[config.mk]
export PLATFORM = sky130hd
export DESIGN_NAME = game_timebase
export DESIGN_NICKNAME = d
export VERILOG_FILES = /design/src/rtl/game_timebase.sv
export SDC_FILE = /design/constraint.sdc
export NUM_CORES = 1
export LEC_CHECK = 0
export ABC_AREA = 1
export CAP_MARGIN = 25
export CORE_ASPECT_RATIO = 1.1
export CORE_MARGIN = 8
export CORE_UTILIZATION = 54
export CTS_CLUSTER_DIAMETER = 120
export CTS_CLUSTER_SIZE = 28
export DETAILED_ROUTE_END_ITERATION = 8
export PLACE_DENSITY = 0.77
export SYNTH_ARGS = -nofsm -noshare
export SYNTH_HDL_FRONTEND = slang
export SYNTH_SLANG_ARGS = --single-unit
[constraint.sdc]
create_clock -name clk -period 3.86 [get_ports clk]
set_clock_uncertainty 0.05 [all_clocks]
set_input_delay 0.772 -clock clk [delete_from_list [all_inputs] [get_ports clk]]
set_output_delay 0.772 -clock clk [all_outputs]
set_load 0.02 [all_outputs]
[src/rtl/game_timebase.sv]
// Front-end timebase for the sequence-memory game: seed counter, two square-wave
// strobes and per-key synchronize/debounce with a one-cycle press strobe.

module game_timebase_div #(
   parameter int HALF = 25_000_000
) (
   input  logic clk,
   input  logic reset,
   output logic tog
);
   localparam int W = (HALF > 1) ? $clog2(HALF) : 1;

   logic [W-1:0] d;

   always_ff @(posedge clk or posedge reset) begin
      if (reset) begin
         d   <= '0;
         tog <= 1'b0;
      end else if (d == W'(HALF - 1)) begin
         d   <= '0;
         tog <= ~tog;
      end else begin
         d <= d + 1'b1;
      end
   end
endmodule

module game_timebase_key #(
   parameter int DEBOUNCE_CYCLES = 1_000_000
) (
   input  logic clk,
   input  logic reset,
   input  logic key_raw,
   output logic key,
   output logic key_press
);
   localparam int CW = $clog2(DEBOUNCE_CYCLES);

   typedef enum logic [1:0] {STABLE_HI, WAIT_LO, STABLE_LO, WAIT_HI} state_t;

   state_t        state, state_nx;
   logic [CW-1:0] c, c_nx;
   logic          key_nx, press_nx;
   logic          s1, s2;

   // Sync flops idle high so a released key never looks pressed out of reset.
   always_ff @(posedge clk or posedge reset) begin
      if (reset) begin
         s1 <= 1'b1;
         s2 <= 1'b1;
      end else begin
         s1 <= key_raw;
         s2 <= s1;
      end
   end

   always_ff @(posedge clk or posedge reset) begin
      if (reset) begin
         state     <= STABLE_HI;
         c         <= '0;
         key       <= 1'b1;
         key_press <= 1'b0;
      end else begin
         state     <= state_nx;
         c         <= c_nx;
         key       <= key_nx;
         key_press <= press_nx;
      end
   end

   always_comb begin
      state_nx = state;
      c_nx     = c;
      key_nx   = key;
      press_nx = 1'b0;
      case (state)
         STABLE_HI: if (!s2) begin
            state_nx = WAIT_LO;
            c_nx     = '0;
         end
         WAIT_LO: begin
            if (s2) begin
               state_nx = STABLE_HI;
            end else if (c == CW'(DEBOUNCE_CYCLES - 1)) begin
               state_nx = STABLE_LO;
               key_nx   = 1'b0;
               press_nx = 1'b1;
            end else begin
               c_nx = c + 1'b1;
            end
         end
         STABLE_LO: if (s2) begin
            state_nx = WAIT_HI;
            c_nx     = '0;
         end
         WAIT_HI: begin
            if (!s2) begin
               state_nx = STABLE_LO;
            end else if (c == CW'(DEBOUNCE_CYCLES - 1)) begin
               state_nx = STABLE_HI;
               key_nx   = 1'b1;
            end else begin
               c_nx = c + 1'b1;
            end
         end
         default: state_nx = STABLE_HI;
      endcase
   end
endmodule

module game_timebase #(
   parameter int COUT1_HALF      = 25_000_000,
   parameter int COUT2_HALF      = 6_250_000,
   parameter int DEBOUNCE_CYCLES = 1_000_000
) (
   input  logic       clk,
   input  logic       reset,
   input  logic [1:0] KEY_raw,
   output logic [1:0] KEY,
   output logic [1:0] key_press,
   output logic [9:0] clockcount,
   output logic       cout1,
   output logic       cout2
);
   localparam int NUM_KEYS = 2;

   always_ff @(posedge clk or posedge reset) begin
      if (reset) clockcount <= '0;
      else       clockcount <= clockcount + 1'b1;
   end

   game_timebase_div #(.HALF(COUT1_HALF)) u_div1 (.clk(clk), .reset(reset), .tog(cout1));
   game_timebase_div #(.HALF(COUT2_HALF)) u_div2 (.clk(clk), .reset(reset), .tog(cout2));

   for (genvar i = 0; i < NUM_KEYS; i++) begin : g_key
      game_timebase_key #(.DEBOUNCE_CYCLES(DEBOUNCE_CYCLES)) u_key (
         .clk      (clk),
         .reset    (reset),
         .key_raw  (KEY_raw[i]),
         .key      (KEY[i]),
         .key_press(key_press[i])
      );
   end
endmodule

==> results.md, run 1 <==
- Placed insts: 1024
- Crit path required time: 3.04 ns
- Worst skew pair latency: 0.36 ns
- Ordered cell list for the critical path: clkdlybuf4s50_1
- Detailed placer's ending HPWL: 9210 µm
- Crit path depth: 1
- Simple-Gate Fraction of Synth Area: 36.7%
- Setup CP Type: reg2out
- Final non-filler cell total: 1040
- Flops & latches, synth: 112
- DR vias/cell: 5.10
- # clock sinks: 112
- Top FF cell, synth: dfrtp_1
- CP Buf/Inv Count: 1
- Sw Ratio: 22.7%
- Synthesized Nets: 873
- P_leak: 3.23 nW
- Layout cells sized above 1: 4.27%
- Layout Nets: 894
- DR WL met3: 492 µm
- FF/Latch Area: 2810 µm²
- Gate Count Post-Synth: 864
- Remaining Overflow, GRT: 0
- Max Slew Vio Count: 0
- First-pass GRT wire length: 22200 µm
- RePlAce Congestion: 0.907
- Flop pwr share: 56.3%
- M1 WL: 5990 µm
- Syn_area_per_cell: 7.22 µm²
- Clock Power Share: 40.4%
- Post-synth EDFFs: 0
- Crit-path max FO: 2
- Synth async-reset ratio: 100%
- Final hold violations: 0
- Ys Warns: 0
- Met2 WL: 5920 µm
- Maximum VDD drop: 328 µV
- Setup TNS: 0 ns
- Post-CTS setup buffers: 0
- Largest buffer count on any clock path: 2
- DIE HEIGHT: 129 µm
- Multi-input gate area: 2930 µm²
- Worst min-delay path class: reg2reg
- Vias in the first global route: 4972
- Worst R2R Path Depth: 8
- Drt first pass iters: 5
- Final setup violation count: 0
- DRT iter0 DRCs: 324
- Critical Path End Type: output pin
- H-tree depth: 3
- Crit path max-delay cell type: clkdlybuf4s50_1
- Row count: 41
- Routed via count: 5299
- WL/cell: 12.2 µm
- CTS root buffer: clkbuf_16
- # IOs: 20
- Internal power: 1.64 mW
- Top routing layer used: met4
- Max stage delay on crit path: 0.61 ns
- Relative slew slack: 44.7%
- Post-Synth XOR/XNOR Area: 5.62%
- MaxCap Viol Count: 0
- Hold Path Depth: 0
- Fmax: 430 MHz
- Initial antenna violation count: 0
- Measured slew at the worst slew-check pin: 0.826 ns
- Mapped Area: 6240 µm²
- Post-CTS Hold Fix Bufs: 0
- Post-synthesis sequential area ratio: 45.0%
- Die X: 118 µm
- Largest net degree at the start of global routing: 51
- CTS tree: done
- Synth unique cells: 31
- RSZ-0062 raised after global routing: false
- Syn-to-layout area delta: 9.49%
- Arr. time, crit path: 1.50 ns
- Die Area: 15300 µm²
- Register clock-pin slew on the reported worst setup and hold paths: 0.07 ns
- N_diodes: 0
- Antenna-violating nets left: 0
- Combinational share of power: 3.3%
- Port Buffers: 19
- Post-synthesis mux area share: 0%
- Initial Util: 54.8%
- Outcome: finished, final reports clean
- Largest family of logic cells by synthesized area: simple AND/OR/NAND/NOR gates
- Synth Area in Compound Gates: 3.65%
- Fillers: 1080
- Core area: 11400 µm²
- Final Critical Period: 2.33 ns
- NetSw: 0.484 mW
- Num CTS Buffers: 9
- Gr usage total: 17.7%
- DRC Markers: 0
- Power Density: 312 nW/µm²
- Resize count post-CTS: 0
- Critical Path Source Type: flop
- Total wire length: 12700 µm
- Synth Area in Adders: 1.00%
- Period utilization: 60.3%
- Top delay family on crit path: buffers and inverters
[routing by layer]
metal | vias to the layer above | GRT usage (%)
met5 | - | 0
met4 | 0 | 8.27
met1 | 2420 | 22.3
li1 | 2752 | -
met2 | 107 | 28.9
met3 | 20 | 3.68
[final timing paths]
path / from / to / slack (ns)
max in group asynchronous: reset / g_key[1].u_key.s2$_DFF_PP1_ / 2.17
min: g_key[0].u_key.s1$_DFF_PP1_ / g_key[0].u_key.s2$_DFF_PP1_ / 0.31
max: g_key[1].u_key.key$_DFFE_PP1P_ / KEY[1] / 1.53
min reg2reg: g_key[0].u_key.s1$_DFF_PP1_ / g_key[0].u_key.s2$_DFF_PP1_ / 0.31
min in group asynchronous: reset / g_key[0].u_key.c[16]$_DFFE_PP0P_ / 0.80
max reg2reg: g_key[1].u_key.c[0]$_DFFE_PP0P_ / g_key[1].u_key.c[7]$_DFFE_PP0P_ / 1.62
[registers in the layout (all words and copies together) (netlist names), named ones only]
signal and flops:
g_key.u_key.c 40, g_key.u_key.state 2, g_key.u_key.key_press 2, clockcount 10, g_key.u_key.key 2, u_div1.tog 1
u_div2.tog 1, u_div1.d 25, g_key.u_key.s1 2, g_key.u_key.s2 2, u_div2.d 23
[Yosys cell counts, types with 4 or more instances]
master,n,area (µm²)
dfrtp_1,106,2650
ha_1,5,62.6
inv_1,109,409
nand4_1,21,131
o21ai_0,33,165
nand2_1,268,1010
nor3_1,30,150
nand3_1,64,320
nor2_1,141,529
xor2_1,26,228
dfstp_2,6,158
nand3_2,4,40.0
xnor2_1,14,123
buf_4,4,30.0
[metrics by stage]
| step | hold slack, ns | instance area, µm² | utilization [%] | power (mW) | worst slack, ns |
|---|---|---|---|---|---|
| 2_1_floorplan | 0.295 | 6240 | - | 1.27 | 0.0889 |
| 3_3_place_gp | 0.298 | 6560 | 57.6 | 1.29 | 1.64 |
| 3_5_place_dp | 0.298 | 6560 | 57.6 | 1.29 | 1.60 |
| 4_1_cts | 0.308 | 6830 | 60.0 | 2.15 | 1.52 |
| 5_1_grt | 0.314 | 6830 | 60.0 | 2.21 | 1.40 |
| 6_report | 0.307 | 6830 | 60.0 | 2.13 | 1.53 |
[cell type report]
| type | count | share of cell area [%] |
|---|---|---|
| clock inverter | 4 | 0.440 |
| tap | 150 | 2.75 |
| inverter | 111 | 6.14 |
| sequential | 112 | 41.1 |
| clock buffer | 12 | 3.46 |
| multi-input combinational | 630 | 42.9 |
| timing repair buffer | 21 | 3.19 |
[layout by cell type (no fill, tap or decap), types with 6 or more instances in the layout]
cell type        Yosys  final
nand3_1             64     64
dfrtp_1            106    106
xnor2_1             14     14
nor2_1             141    141
nor3_1              30     30
dfstp_2              6      6
inv_1              109    108
nand4_1             21     21
clkdlybuf4s50_1      0     19
xor2_1              26     26
nand2_1            268    268
o21ai_0             33     33
clkbuf_16            0      9
[power groups by stage]
stage / registers, mW / logic (mW) / clock network (mW)
finish: 1.20 / 0.0693 / 0.860
global route: 1.20 / 0.0816 / 0.927
CTS: 1.20 / 0.0717 / 0.884
detailed placement: 1.22 / 0.0715 / 0
global placement: 1.22 / 0.0720 / 0
floorplan: 1.22 / 0.0547 / 0
[cell families (layout without fill, tap and decap cells)]
| kind of cell | Yosys count | count (layout) |
|---|---|---|
| compound gates | 43 | 43 |
| buf+inv | 122 | 148 |
| flops | 112 | 112 |
| xor+xnor | 40 | 40 |
| simple gates | 542 | 542 |
| fa+ha+maj | 5 | 5 |
No activity file was read; power rests on OpenSTA's default activity.
==> run 2, diff against run 1 <==
- clock period: 3.86 -> 2.1 ns (I/O delays scaled with it)
==> run 2 against run 1 <==
Cell count increased by 1.3%. Design area increased by 2.5%. Die area unchanged. Critical path depth unchanged. Register-to-register slack got worse by 1.4 ns. Clock power increased by 100%. Routed wire length increased by 3.3%. Utilization increased by 1.5 points. Largest power group unchanged.
==> results.md, run 2 (synthesis gave the netlist of run 1 again) <==
- Max Slew Vio Count: 0 (unchanged)
- Largest regs: g_key.u_key.c (40), u_div1.d (25), u_div2.d (23)
- Critical Path Source Type: flop
- Reg-to-Reg Start: g_key[1].u_key.c[0]$_DFFE_PP0P_
- Final Critical Period: 1.97 ns
- Setup CP Type: reg2out
- Max reg flops: 40 (unchanged)
- DR vias/cell: 5.17 (+1.4%)
- RSZ-0062 raised after global routing: false
- H-tree depth: 3 (unchanged)
- Remaining Overflow, GRT: 0 (unchanged)
- Row count: 41 (unchanged)
- FF-to-FF setup slack: 0.21 ns (-1.41 ns)
- Vias in the first global route: 5256 (+5.7%)
- Hold Path Origin: g_key[1].u_key.s1$_DFF_PP1_
- WL/cell: 12.5 µm (+2.0%)
- Ordered cell list for the critical path: clkdlybuf4s50_1
- Final non-filler cell total: 1053 (+1.3%)
- Critical Path End Type: output pin
- Largest buffer count on any clock path: 2 (unchanged)
- Max stage delay on crit path: 0.61 ns (about the same)
- Maximum VDD drop: 437 µV (+33%)
- Die X: 118 µm (unchanged)
- Total wire length: 13100 µm (+3.3%)
- Period utilization: 93.6%
- Total power: 4.09 mW (+92%)
- Port Buffers: 19 (unchanged)
- CTS tree: done
- Worst Setup SP: g_key[0].u_key.key$_DFFE_PP1P_
- Pre-CTS setup slack: 0.0441 ns (-1.56 ns)
- N_diodes: 0 (unchanged)
- Initial Util: 54.8% (unchanged)
- WHS Endpoint: g_key[1].u_key.s2$_DFF_PP1_
- Setup TNS: 0 ns (unchanged)
- CP Buf/Inv Count: 1 (unchanged)
- DRT iter0 DRCs: 354 (+9.3%)
- Crit-path max FO: 2 (unchanged)
- Hold Path Depth: 0 (unchanged)
- Fmax: 509 MHz
- Power Density: 584 nW/µm² (+88%)
- Initial antenna violation count: 0 (unchanged)
- Antenna-violating nets left: 0 (unchanged)
- CTS root buffer: clkbuf_16
- Crit path max-delay cell type: clkdlybuf4s50_1
- RePlAce Congestion: 0.890 (-1.9%)
- Syn-to-layout area delta: 12.2%
- Most common cell after layout, fill and taps aside: nand2_1
- Most frequent cells in the layout: nand2_1, nor2_1, inv_1
- Detailed placer's ending HPWL: 9610 µm (+4.4%)
- Register clock-pin slew on the reported worst setup and hold paths: 0.07 ns (about the same)
- # IOs: 20 (unchanged)
- Final setup violation count: 0 (unchanged)
- Drt first pass iters: 7 (+2)
- Arr. time, crit path: 1.50 ns (about the same)
- Top delay family on crit path: buffers and inverters
- DRC Markers: 0 (unchanged)
- DIE HEIGHT: 129 µm (unchanged)
- Routed via count: 5442 (+2.7%)
- Largest Register: g_key.u_key.c
- Core area: 11400 µm² (unchanged)
- # clock sinks: 112 (unchanged)
- Worst setup margin: 0.135 ns (-1.40 ns)
- Worst skew pair latency: 0.35 ns (about the same)
- Reg2reg end: g_key[1].u_key.c[14]$_DFFE_PP0P_
- Relative slew slack: 62.9% (+18 points)
- P_leak: 3.30 nW (+2.4%)
- Outcome: finished, final reports clean
- Worst min-delay path class: reg2reg
- Largest net degree at the start of global routing: 31 (-39%)
- Gr usage total: 18.3% (+0.65 points)
- Placed insts: 1037 (+1.3%)
- First-pass GRT wire length: 23400 µm (+5.0%)
- MaxCap Viol Count: 0 (unchanged)
- Layout cells sized above 1: 6.20% (+1.9 points)
- Crit path required time: 1.63 ns (-1.41 ns)
- Num CTS Buffers: 9 (unchanged)
- Layout Nets: 907 (+1.5%)
- Final hold violations: 0 (unchanged)
- Worst R2R Path Depth: 10 (+2)
- Die Area: 15300 µm² (unchanged)
- Measured slew at the worst slew-check pin: 0.555 ns (-0.271 ns)
[run 2: worst max path at each step]
stage	end	slack [ns]	cells past startpoint
floorplan	asynchronous set/reset pin	0.28	1
global placement	g_key[1].u_key.c[7]$_DFFE_PP0P_	0.1	8
detailed placement	g_key[1].u_key.c[7]$_DFFE_PP0P_	0.04	8
CTS	g_key[1].u_key.c[7]$_DFFE_PP0P_	0.03	8
global route	g_key[0].u_key.c[11]$_DFFE_PP0P_	0.03	8
finish	KEY[0]	0.13	1
[run 2: layout make-up]
class	instances	area (µm²)
clock buffer	12	246
clock inverter	4	53.8
fill	1055	4390
inverter	111	420
multi-input combinational	630	2940
sequential	112	2810
tap	150	188
timing repair buffer	34	340
[run 2: timing repair]
action                                  CTS  global route
resized for setup                         0             4
endpoints found under the setup margin    0            20
buffers inserted                          0             0
hold buffers                              0             0
hold endpoints to repair                  0             0
[run 2: power breakdown]
group	internal, mW	switching [mW]
Clock	0.962	0.775
Combinational	0.0479	0.105
Sequential	2.18	0.0221
[run 2: stage by stage]
stage	cell area (µm²)	utilization (%)	hold WS (ns)
final	7000	61.4	0.306
after global routing	7000	61.4	0.310
after CTS	6990	61.4	0.308
after detailed placement	6690	58.7	0.297
after global placement	6690	58.7	0.297
after floorplan	6240	-	0.295
[run 2: per-layer routing]
layer	up-vias	part of all wire [%]	track usage, %
li1	2778	-	-
met1	2529	47	23.3
met2	110	47	30.4
met3	25	3.9	3.11
met4	0	2.1	8.12
met5	-	0	0
==> run 3, diff against run 2 <==
- CAP_MARGIN: 25 -> 20
==> results of run 3 <==
The final DEF is identical to that of run 2; final timing and power are the same.
